$ cat src/rtl/conv_output_collector.sv
// Collects the convolution output stream into a small FWFT FIFO of {address, data}
// entries and drains it into a result memory write port; tracks completion and drops.
module conv_output_collector #(
  parameter int IO_DATA_WIDTH      = 16,
  parameter int FEATURE_MAP_WIDTH  = 1024,
  parameter int FEATURE_MAP_HEIGHT = 1024,
  parameter int OUTPUT_NB_CHANNELS = 64,
  parameter int FIFO_DEPTH         = 8,
  parameter int ADDR_WIDTH         = $clog2(FEATURE_MAP_WIDTH*FEATURE_MAP_HEIGHT*OUTPUT_NB_CHANNELS)
) (
  input  logic                                  clk,
  input  logic                                  arst_in,
  input  logic                                  start,
  input  logic [IO_DATA_WIDTH-1:0]              out,
  input  logic                                  output_valid,
  input  logic [$clog2(FEATURE_MAP_WIDTH)-1:0]  output_x,
  input  logic [$clog2(FEATURE_MAP_HEIGHT)-1:0] output_y,
  input  logic [$clog2(OUTPUT_NB_CHANNELS)-1:0] output_ch,
  output logic [ADDR_WIDTH-1:0]                 wr_addr,
  output logic [IO_DATA_WIDTH-1:0]              wr_data,
  output logic                                  wr_valid,
  input  logic                                  wr_ready,
  output logic                                  done,
  output logic                                  overflow,
  output logic [ADDR_WIDTH:0]                   write_count
);

  localparam int TOTAL = FEATURE_MAP_WIDTH * FEATURE_MAP_HEIGHT * OUTPUT_NB_CHANNELS;
  localparam logic [ADDR_WIDTH:0] TOTAL_CNT = (ADDR_WIDTH+1)'(TOTAL);
  localparam int PTR_W = $clog2(FIFO_DEPTH);

  typedef enum logic [1:0] {IDLE, COLLECT, DONE} state_t;

  state_t state_reg, state_next;

  logic [PTR_W:0]            wr_ptr_reg, rd_ptr_reg;
  logic [ADDR_WIDTH:0]       write_count_reg;
  logic                      overflow_reg;
  logic [ADDR_WIDTH-1:0]     addr_mem [FIFO_DEPTH];
  logic [IO_DATA_WIDTH-1:0]  data_mem [FIFO_DEPTH];

  logic                      collecting, fifo_empty, fifo_full;
  logic                      pop, push, drop, last_write;
  logic [ADDR_WIDTH:0]       count_inc;
  logic [ADDR_WIDTH-1:0]     sample_addr;
  logic [PTR_W-1:0]          wr_idx, rd_idx;

  // Every term is widened to the full address width before any arithmetic.
  assign sample_addr = (ADDR_WIDTH'(output_y) * ADDR_WIDTH'(FEATURE_MAP_WIDTH)
                        + ADDR_WIDTH'(output_x)) * ADDR_WIDTH'(OUTPUT_NB_CHANNELS)
                       + ADDR_WIDTH'(output_ch);

  assign wr_idx     = wr_ptr_reg[PTR_W-1:0];
  assign rd_idx     = rd_ptr_reg[PTR_W-1:0];
  assign fifo_empty = (wr_ptr_reg == rd_ptr_reg);
  assign fifo_full  = (wr_ptr_reg[PTR_W] != rd_ptr_reg[PTR_W]) && (wr_idx == rd_idx);

  // A start pulse overrides any push or pop in the same cycle.
  assign collecting = (state_reg == COLLECT) && !start;
  assign pop        = collecting && !fifo_empty && wr_ready;
  assign push       = collecting && output_valid && (!fifo_full || pop);
  assign drop       = collecting && output_valid && fifo_full && !pop;
  assign count_inc  = write_count_reg + 1'b1;
  assign last_write = pop && (count_inc == TOTAL_CNT);

  always_comb begin
    state_next = state_reg;
    if (start)
      state_next = COLLECT;
    else if (state_reg == COLLECT && last_write)
      state_next = DONE;
  end

  always_ff @(posedge clk or posedge arst_in) begin
    if (arst_in)
      state_reg <= IDLE;
    else
      state_reg <= state_next;
  end

  always_ff @(posedge clk or posedge arst_in) begin
    if (arst_in) begin
      wr_ptr_reg      <= '0;
      rd_ptr_reg      <= '0;
      write_count_reg <= '0;
      overflow_reg    <= 1'b0;
    end else if (start) begin
      wr_ptr_reg      <= '0;
      rd_ptr_reg      <= '0;
      write_count_reg <= '0;
      overflow_reg    <= 1'b0;
    end else begin
      if (push)
        wr_ptr_reg <= wr_ptr_reg + 1'b1;
      if (pop) begin
        rd_ptr_reg      <= rd_ptr_reg + 1'b1;
        write_count_reg <= count_inc;
      end
      if (drop)
        overflow_reg <= 1'b1;
    end
  end

  // Storage carries no reset; validity is tracked entirely by the pointers.
  always_ff @(posedge clk) begin
    if (push) begin
      addr_mem[wr_idx] <= sample_addr;
      data_mem[wr_idx] <= out;
    end
  end

  assign wr_valid    = (state_reg == COLLECT) && !fifo_empty;
  assign wr_addr     = wr_valid ? addr_mem[rd_idx] : '0;
  assign wr_data     = wr_valid ? data_mem[rd_idx] : '0;
  assign done        = (state_reg == DONE);
  assign overflow    = overflow_reg;
  assign write_count = write_count_reg;

endmodule
$ cat config.mk
export PLATFORM = sky130hd
export DESIGN_NAME = conv_output_collector
export DESIGN_NICKNAME = d
export VERILOG_FILES = /design/src/rtl/conv_output_collector.sv
export SDC_FILE = /design/constraint.sdc
export NUM_CORES = 1
export LEC_CHECK = 0
export CORE_MARGIN = 3
export CORE_UTILIZATION = 58
export CTS_CLUSTER_SIZE = 30
export DETAILED_ROUTE_END_ITERATION = 10
export PLACE_DENSITY = 0.87
export SLEW_MARGIN = 15
export SYNTH_ARGS = -nofsm -noshare
export SYNTH_HDL_FRONTEND = slang
export SYNTH_SLANG_ARGS = --single-unit
$ cat constraint.sdc
create_clock -name clk -period 6.41 [get_ports clk]
set_input_delay 0.9615 -clock clk [delete_from_list [all_inputs] [get_ports clk]]
set_output_delay 0.9615 -clock clk [all_outputs]
set_load 0.02 [all_outputs]
==> flow_summary.toml <==
[outcome]
status = "completed"

[worst_setup_path]
r2r-start = "rd_ptr_reg[2]"
r2r_slack_ps = 2640
arrival_ps = 3680
worstSetupStartpointType = "flop"
worst-setup-path-type = "flop to primary output"
worstSetupStartpoint = "rd_ptr_reg[0]"
path_max_fanout = 39
worst_setup_path_end_kind = "primary output"
rr_endpoint = "data_mem[2][6]"
worstRegToRegCells = 6
cp_data_required_time_ps = 5450

[route]
via_per_inst = 6.39
wirelength_mm = 35.0
drc_errors = 0
wl_per_cell_um = 26.5
drt-initial-drc-count = 862
antenna_left = 0
first_pass_iters = 5
vias = 8429

[yosys]
syn_area_per_cell_sq_um = 18.2
synth_edf_count = 336
synth_mux_area_frac = 0.151
synth.top_cell.area_share = 0.658
synthTopCellsByArea = "edfxtp_1, mux4_2, dfrtp_1"
syn_area_sq_um = 15300
synth-xor-area-share = 0.0189
yosys_warnings = 0
yosysTopAreaCell = "edfxtp_1"
synth_top_family_by_area = "multiplexers"
synth_flop_cell = "edfxtp_1"
yosysSeqAreaShare = 0.720
synth-simple-area-share = 0.0579
syn_inst = 842
synth-async-reset-ratio = 0.102
synthAdderAreaFrac = 0.00327
synth_nets = 893
synth_compound_area_frac = 0.0292
ys_seq_elements = 374
synth_cell_types = 55

[layout]
n_fill_cell = 1494
multi_input_area_sq_um = 4060
design_area_sq_um = 18100
layout.cells.non_filler = 1319
largest_register_ff_count = 208
drive_gt1_frac = 0.179
diodes = 0
layout.area.seq_sq_um = 11100
syn_to_final_growth_pct = 18.3
nNetsFinal = 1012

[global_routing]
grt_pass1_wl_mm = 54.1
grt_usage = 0.252
grt_start_max_net_pins = 46
grt_pass1_vias = 8599
antenna_found_initial = 0
overflow = 0

[sta]
whs_ps = 532
period_share = 0.725
max_slew_margin = 0.249
clock_skew_ps = 19.4
slew_violations = 0
min_period_ps = 4640
setup_viol = 0
tns_ps = 0
fmax_ghz = 0.215
max_slew.worst_pin.slew_ps = 1120
rsz0062_at_grt = "no"
hold_viol = 0

[clock_tree]
htree_num_levels = 2
cts_resized = 0
cts_buffer_depth = 3
cts_tree = "built"
cts_root_buf = "clkbuf_16"
clkTransAtPathRegs_ps = 60
insertion_delay_ps = 530
cts_made_buffers = 37
cts_setup_buffers = 0
clock-sinks = 374
hold_buffers = 0

[placed_design]
dp_hpwl_mm = 19.6
dpl-instance-area_sq_um = 16900
portBuffers = 118
place_inst = 1251
gp_congestion = 0.879

[hold_path]
hold_start = "overflow"
min_to = "overflow"
hold_class = "flop to flop"
min_path_cells = 2

[floorplanning]
row_count = 58
initial_core_util = 0.600
die_h_um = 169
num_io_pins = 119
fp.dieW_um = 169
core_area_sq_um = 25500
die-area_sq_um = 28400

[job]
maxCapViolCount = 0

[power]
power_density_nw_per_um2 = 290
p_leak_uw = 0.00580
ir_drop_mv = 0.248
## placed cells by master (no fill, tap or decap), types with 3 or more instances in the layout
cell type / netlist / routed
nor2_4: 0 / 6
a31oi_1: 9 / 9
a311oi_1: 3 / 3
dfrtp_1: 38 / 35
nor2_1: 81 / 75
xor2_1: 21 / 21
dfrtp_4: 0 / 3
bufinv_16: 0 / 5
and2_1: 7 / 7
clkinv_2: 0 / 4
nand2b_1: 3 / 3
a211oi_1: 3 / 3
o31ai_1: 6 / 6
edfxtp_1: 336 / 336
and3_1: 5 / 5
clkdlybuf4s50_1: 0 / 118
mux2i_1: 43 / 43
nand2_1: 20 / 20
ha_1: 4 / 4
buf_4: 8 / 15
clkbuf_8: 0 / 4
nor3_1: 9 / 7
and4_1: 8 / 8
clkinv_1: 0 / 7
clkbuf_1: 20 / 7
nand3_1: 16 / 16
clkbuf_16: 0 / 39
a21oi_1: 12 / 12
mux4_2: 84 / 84
nand4_1: 10 / 10
o21ai_0: 15 / 15
inv_1: 8 / 8
xnor2_1: 12 / 12
or3_1: 3 / 3
## logic make-up after synthesis
| group | count (synthesis) |
|---|---|
| muxes | 127 |
| and+or+nand+nor | 179 |
| adders and majority gates | 4 |
| buffers and inverters | 63 |
| DFF | 374 |
| xor gates and xnor gates | 33 |
| AOI/OAI and AO/OA | 62 |
## layout make-up
class | count | area share
sequential | 374 | 0.609
multi-input combinational | 405 | 0.224
timing repair buffer | 135 | 0.0730
clock buffer | 50 | 0.0583
tap | 330 | 0.0228
clock inverter | 17 | 0.0113
inverter | 8 | 0.00166
## report_power, final
part	switching [uW]	leakage, uW	internal (uW)
Combinational	172	0.00162	135
Sequential	15.2	0.00355	2680
Clock	893	0.000619	1360
## cell usage after synthesis (all sizes together), types with 2 or more instances
master	instances
a211oi	3
a21oi	12
a311oi	3
a31oi	9
and2	8
and3	5
and4	9
buf	34
clkbuf	21
dfrtp	38
edfxtp	336
ha	4
inv	8
mux2i	43
mux4	84
nand2	21
nand2b	3
nand3	16
nand3b	2
nand4	11
nor2	81
nor2b	2
nor3	9
nor4	3
o21ai	15
o31ai	6
o41ai	4
or3	4
or4	2
xnor2	12
xor2	21
## worst max-delay path: stages, from the launching register on
cell             delay (ps)
dfrtp_4                 830
buf_4                   750
mux4_2                  620
mux2i_1                 280
nor2_1                   70
clkdlybuf4s50_1         550
## how the worst max path moves through the flow
stage,slack [ps],to,cells past startpoint
3_5_place_dp,1760,data_mem[2][6],7
6_report,1770,wr_data[13],5
4_1_cts,1360,wr_data[8],5
5_1_grt,1510,wr_data[13],5
2_1_floorplan,1350,addr_mem[1][0],6
3_3_place_gp,1840,data_mem[2][6],7
## per-layer routing
layer  track usage  part of all wire  wire length, um
met2         0.419              0.52            18100
met4        0.0847             0.028              972
met1         0.344              0.38            13300
met5             0                 0                0
met3        0.0458             0.074             2600
## metrics by stage
stage	util	worst slack, ps	total power, uW
finish	0.710	1770	5260
global route	0.710	1510	5390
CTS	0.710	1360	5290
detailed placement	0.660	1760	3050
global placement	0.660	1840	3040
floorplan	-	1350	2900
Note: power is estimated with default switching activity, not from simulation.
